--- src/rtl/instr_fetch_unit.sv ---
// Instruction-fetch front end: owns the PC, fetches one word at a time over req/gnt/rvalid, presents it to decode.
// Latency: gnt cycle + memory response latency + 1 cycle to VALID + 1 cycle back to REQ (best case 3 cycles/instr).
// Backpressure: InstrF/PCF held while InstrReady=0; only one memory request outstanding; HALT freezes until reset.
module instr_fetch_unit #(
    parameter logic [31:0] RESET_PC = 32'h0000_0000,
    parameter int unsigned TIMEOUT  = 16
) (
    input  logic        clk,
    input  logic        reset,
    output logic        imem_req,
    output logic [31:0] imem_addr,
    input  logic        imem_gnt,
    input  logic        imem_rvalid,
    input  logic [31:0] imem_rdata,
    output logic [31:0] InstrF,
    output logic [31:0] PCF,
    output logic [31:0] PCPlus4F,
    output logic        InstrValid,
    input  logic        InstrReady,
    input  logic        PCSrc,
    input  logic [31:0] PCTarget,
    output logic        Fault,
    output logic [1:0]  FaultCause
);

    // Counter only needs to reach TIMEOUT-1; a zero TIMEOUT disables the check entirely.
    localparam int unsigned    CNT_W   = (TIMEOUT > 2) ? $clog2(TIMEOUT) : 1;
    localparam logic [CNT_W-1:0] CNT_MAX = CNT_W'(TIMEOUT - 1);
    localparam logic           TO_EN   = (TIMEOUT != 0);

    localparam logic [1:0] CAUSE_MISALIGN = 2'b01;
    localparam logic [1:0] CAUSE_TIMEOUT  = 2'b10;

    typedef enum logic [1:0] {
        S_REQ   = 2'd0,
        S_WAIT  = 2'd1,
        S_VALID = 2'd2,
        S_HALT  = 2'd3
    } state_t;

    state_t             state_q, state_d;
    logic [31:0]        pc_q, pc_d;
    logic [31:0]        instr_q, instr_d;
    logic               vld_q, vld_d;
    logic               fault_q, fault_d;
    logic [1:0]         cause_q, cause_d;
    logic [CNT_W-1:0]   cnt_q, cnt_d;
    logic [31:0]        pc_plus4;
    logic [31:0]        next_pc;

    assign pc_plus4 = pc_q + 32'd4;
    // Redirect selection is only acted upon in the VALID consume cycle.
    assign next_pc  = PCSrc ? PCTarget : pc_plus4;

    assign imem_req   = (state_q == S_REQ);
    assign imem_addr  = pc_q;
    assign InstrF     = instr_q;
    assign PCF        = pc_q;
    assign PCPlus4F   = pc_plus4;
    assign InstrValid = vld_q;
    assign Fault      = fault_q;
    assign FaultCause = cause_q;

    // State register and datapath registers; reset may land in any state, even mid-request.
    always_ff @(posedge clk or posedge reset) begin
        if (reset) begin
            state_q <= S_REQ;
            pc_q    <= RESET_PC;
            instr_q <= 32'h0;
            vld_q   <= 1'b0;
            fault_q <= 1'b0;
            cause_q <= 2'b00;
            cnt_q   <= '0;
        end else begin
            state_q <= state_d;
            pc_q    <= pc_d;
            instr_q <= instr_d;
            vld_q   <= vld_d;
            fault_q <= fault_d;
            cause_q <= cause_d;
            cnt_q   <= cnt_d;
        end
    end

    // Next-state and register updates; everything holds by default, which also freezes HALT.
    always_comb begin
        state_d = state_q;
        pc_d    = pc_q;
        instr_d = instr_q;
        vld_d   = vld_q;
        fault_d = fault_q;
        cause_d = cause_q;
        cnt_d   = cnt_q;
        case (state_q)
            S_REQ: begin
                // rvalid here can only be a leftover from an aborted request, so it is dropped.
                if (imem_gnt) begin
                    state_d = S_WAIT;
                    cnt_d   = '0;
                end
            end
            S_WAIT: begin
                // A response arriving on the threshold cycle still wins over the timeout.
                if (imem_rvalid) begin
                    instr_d = imem_rdata;
                    vld_d   = 1'b1;
                    state_d = S_VALID;
                end else if (TO_EN && (cnt_q == CNT_MAX)) begin
                    fault_d = 1'b1;
                    cause_d = CAUSE_TIMEOUT;
                    state_d = S_HALT;
                end else begin
                    cnt_d = cnt_q + CNT_W'(1);
                end
            end
            S_VALID: begin
                if (InstrReady) begin
                    vld_d = 1'b0;
                    if (next_pc[1:0] != 2'b00) begin
                        // Keep the PC of the instruction that produced the bad target.
                        fault_d = 1'b1;
                        cause_d = CAUSE_MISALIGN;
                        state_d = S_HALT;
                    end else begin
                        pc_d    = next_pc;
                        state_d = S_REQ;
                    end
                end
            end
            S_HALT: begin
                state_d = S_HALT;
            end
            default: begin
                state_d = S_HALT;
            end
        endcase
    end

endmodule

--- config.mk ---
export PLATFORM = sky130hd
export DESIGN_NAME = instr_fetch_unit
export DESIGN_NICKNAME = d
export VERILOG_FILES = /design/src/rtl/instr_fetch_unit.sv
export SDC_FILE = /design/constraint.sdc
export NUM_CORES = 1
export LEC_CHECK = 0
export BUFFER_PORTS_ARGS = -buffer_cell sky130_fd_sc_hd__buf_4
export CORE_MARGIN = 3
export CORE_UTILIZATION = 25
export DETAILED_ROUTE_END_ITERATION = 16
export SLEW_MARGIN = 20
export SYNTH_ARGS = -nofsm -noshare
export SYNTH_HDL_FRONTEND = slang
export SYNTH_SLANG_ARGS = --single-unit
--- constraint.sdc ---
create_clock -name clk -period 3.7 [get_ports clk]
set_input_delay 0.74 -clock clk [delete_from_list [all_inputs] [get_ports clk]]
set_output_delay 0.74 -clock clk [all_outputs]
set_load 0.02 [all_outputs]
==> results.sh <==
export IMPL_yosysUniqueCellTypes=60
export IMPL_crit_required_ps=2960
export IMPL_vias=4229
export IMPL_critical_path_slowest_cell="dfrtp_1"
export IMPL_cts_root_buf="clkbuf_16"
export IMPL_clk_pin_slew_ps=60
export IMPL_drt_wl_total_um=15100
export IMPL_cts_tree="built"
export IMPL_powerDensity_nw_per_um2=761
export IMPL_clockBufferDepth=2
export IMPL_n_fill_cell=1863
export IMPL_cts_hold_buffers=0
export IMPL_p_leak_nw=2.85
export IMPL_hp_class="in -> async"
export IMPL_ctsHtreeMaxLevel=3
export IMPL_fin_crit_sh_pct=85.9
export IMPL_antenna_found_initial=0
export IMPL_grt_pass1_vias=4163
export IMPL_cp_top_family="simple AND/OR/NAND/NOR gates"
export IMPL_worst_setup_path_start_kind="flop"
export IMPL_fmax_mhz=315
export IMPL_maxSlewHeadroom_pct=48.5
export IMPL_netlist_area_um2=4710
export IMPL_final_nets=708
export IMPL_yosysTopAreaCellShare_pct=39.3
export IMPL_max_cap_viol_count=0
export IMPL_cp_arrival_ps=2440
export IMPL_synth_nets=554
export IMPL_irDropWorstVdd_mv=0.389
export IMPL_dpl_cell_area_um2=6140
export IMPL_layout_commonest_cell="buf_4"
export IMPL_dp_slack_ps=892
export IMPL_slowest_delay_ps=490
export IMPL_setup_viol=0
export IMPL_grt_max_degree=66
export IMPL_die_area_um2=20500
export IMPL_start_util_pct=25.9
export IMPL_rows=49
export IMPL_avgSynthCellArea_um2=9.77
export IMPL_cts_resized=0
export IMPL_grt_pass1_wl_um=23500
export IMPL_ant_nets=0
export IMPL_final_cell_area_um2=6450
export IMPL_status="completed"
export IMPL_synthCells=482
export IMPL_critPathBufInv=2
export IMPL_worstMarginPinSlew_ps=772
export IMPL_post_cts_setup_buffers=0
export IMPL_synth_edf_count=0
export IMPL_dp_final_hpwl_um=11300
export IMPL_clock_skew_ps=12.2
export IMPL_crit_top_cell="buf_4"
export IMPL_clock_sinks=74
export IMPL_synth_seq_cells=74
export IMPL_synth_main_ff_cell="dfrtp_1"
export IMPL_cts_buffers=9
export IMPL_yosysWarnings=0
export IMPL_final_cell_mix="buf_4 (211), dfrtp_1 (74), mux2_2 (36), nand2_1 (29), o21ai_0 (20)"
export IMPL_antenna_cells=0
export IMPL_coreArea_um2=18200
export IMPL_die_y_um=143
export IMPL_finalSetupTns_ps=0
export IMPL_crit_path_max_fanout=9
export IMPL_layout_drive_gt1_share_pct=44.8
export IMPL_rsz0062_at_grt="no"
export IMPL_slew_viol_final=0
export IMPL_fin_ws_ps=520
export IMPL_synth_async_reset_ratio_pct=100
export IMPL_dr_pass1_iters=5
export IMPL_crit_chain="ha_1 -> nand3_2 -> nor4_4 -> buf_4 -> nand2_1 -> xnor2_1 -> buf_4"
export IMPL_die_x_um=143
export IMPL_drc_errors=0
export IMPL_area_growth_pct=37.0
export IMPL_drt_iter0_markers=139
export IMPL_synth_area_top_cells="dfrtp_1 (39%), mux2_2 (8.6%), buf_4 (6.2%), xnor2_1 (3.5%), mux2i_1 (3.2%)"
export IMPL_hold_viol=0
export IMPL_place_congestion=0.787
export IMPL_path_class="reg -> out"
export IMPL_end_kind="output port"
export IMPL_ys_seq_area_share_pct=39.3
export IMPL_overflow=0
export IMPL_yosys_area_top_type="dfrtp_1"
export IMPL_clk_latency_ps=350
export IMPL_vias_per_cell=4.86
export IMPL_wl_per_cell_um=17.4
export IMPL_portBuffers=202
export IMPL_io_pins=203
export IMPL_total_power_mw=4.91
export IMPL_track_usage_pct=14.5
export IMPL_period_minus_slack_ps=3180
## flip-flops by register name, summed over array words and instances (netlist names)
register and count:
InstrF 32, PCF 32, cnt_q 4, FaultCause 2, state_q 2, Fault 1, InstrValid 1
## worst paths after layout
check                      slack, ps  cells after the start                from                endpoint
setup / recovery                 520                      7  PCF[2]$_DFFE_PP0P_            PCPlus4F[22]
setup reg to reg                1480                      5  PCF[2]$_DFFE_PP0P_     PCF[30]$_DFFE_PP0P_
max in group asynchronous       2280                      3               reset  InstrF[13]$_DFFE_PP0P_
hold reg to reg                  480                      1   Fault$_DFFE_PP0P_       Fault$_DFFE_PP0P_
hold / removal                   470                      2               reset   InstrF[6]$_DFFE_PP0P_
min in group clk                 480                      1   Fault$_DFFE_PP0P_       Fault$_DFFE_PP0P_
## synth_stat cells, drive strengths merged (12+ instances only)
| cell | count |
|---|---|
| mux2 | 36 |
| inv | 13 |
| dfrtp | 74 |
| buf | 56 |
| o21ai | 22 |
| nor2 | 19 |
| a21oi | 12 |
| nor3 | 18 |
| mux2i | 15 |
| xnor2 | 19 |
| and2 | 13 |
| nand2 | 32 |
| clkbuf | 12 |
| nand4 | 19 |
| nand3 | 18 |
## metal layers
layer	share of wire [%]	GRT usage [%]	vias up
met1	43	19.3	2035
met3	8.1	4.12	15
met4	1.2	4.26	0
li1	-	-	2025
met5	0	0	-
met2	47	23.2	154
## area by class of cell
cell class                 instances  area, um^2  area share (%)
multi-input combinational        327        2370            36.8
sequential                        74        1850            28.7
timing repair buffer             211        1580            24.5
tap                              229         287            4.44
clock buffer                       9         225            3.49
clock inverter                     7        83.8            1.30
inverter                          13        50.0           0.775
## power by group
group          switching (mW)  internal (mW)  total, mW
registers               0.381           1.12       1.51
clock network           0.400          0.536      0.936
logic                    1.34           1.12       2.47
total                    2.12           2.78       4.91
## cell families (layout without fill, tap and decap cells)
logic type	count (synthesis)	after routing	share of synthesized area (%)
compound gates	80	80	11.6
xor+xnor	26	26	4.84
fa+ha+maj	2	2	0.531
buf+inv	81	240	10.4
flops	74	74	39.3
mux	51	51	11.8
simple gates	168	168	21.5
## through the flow
step / cells / util [%] / hold WS, ps
5_1_grt: 870 / 35.4 / 514
3_3_place_gp: 854 / 33.7 / 472
2_1_floorplan: 482 / - / 523
4_1_cts: 870 / 35.4 / 486
6_report: 870 / 35.4 / 466
3_5_place_dp: 854 / 33.7 / 465
(Power assumes the default switching activity.)
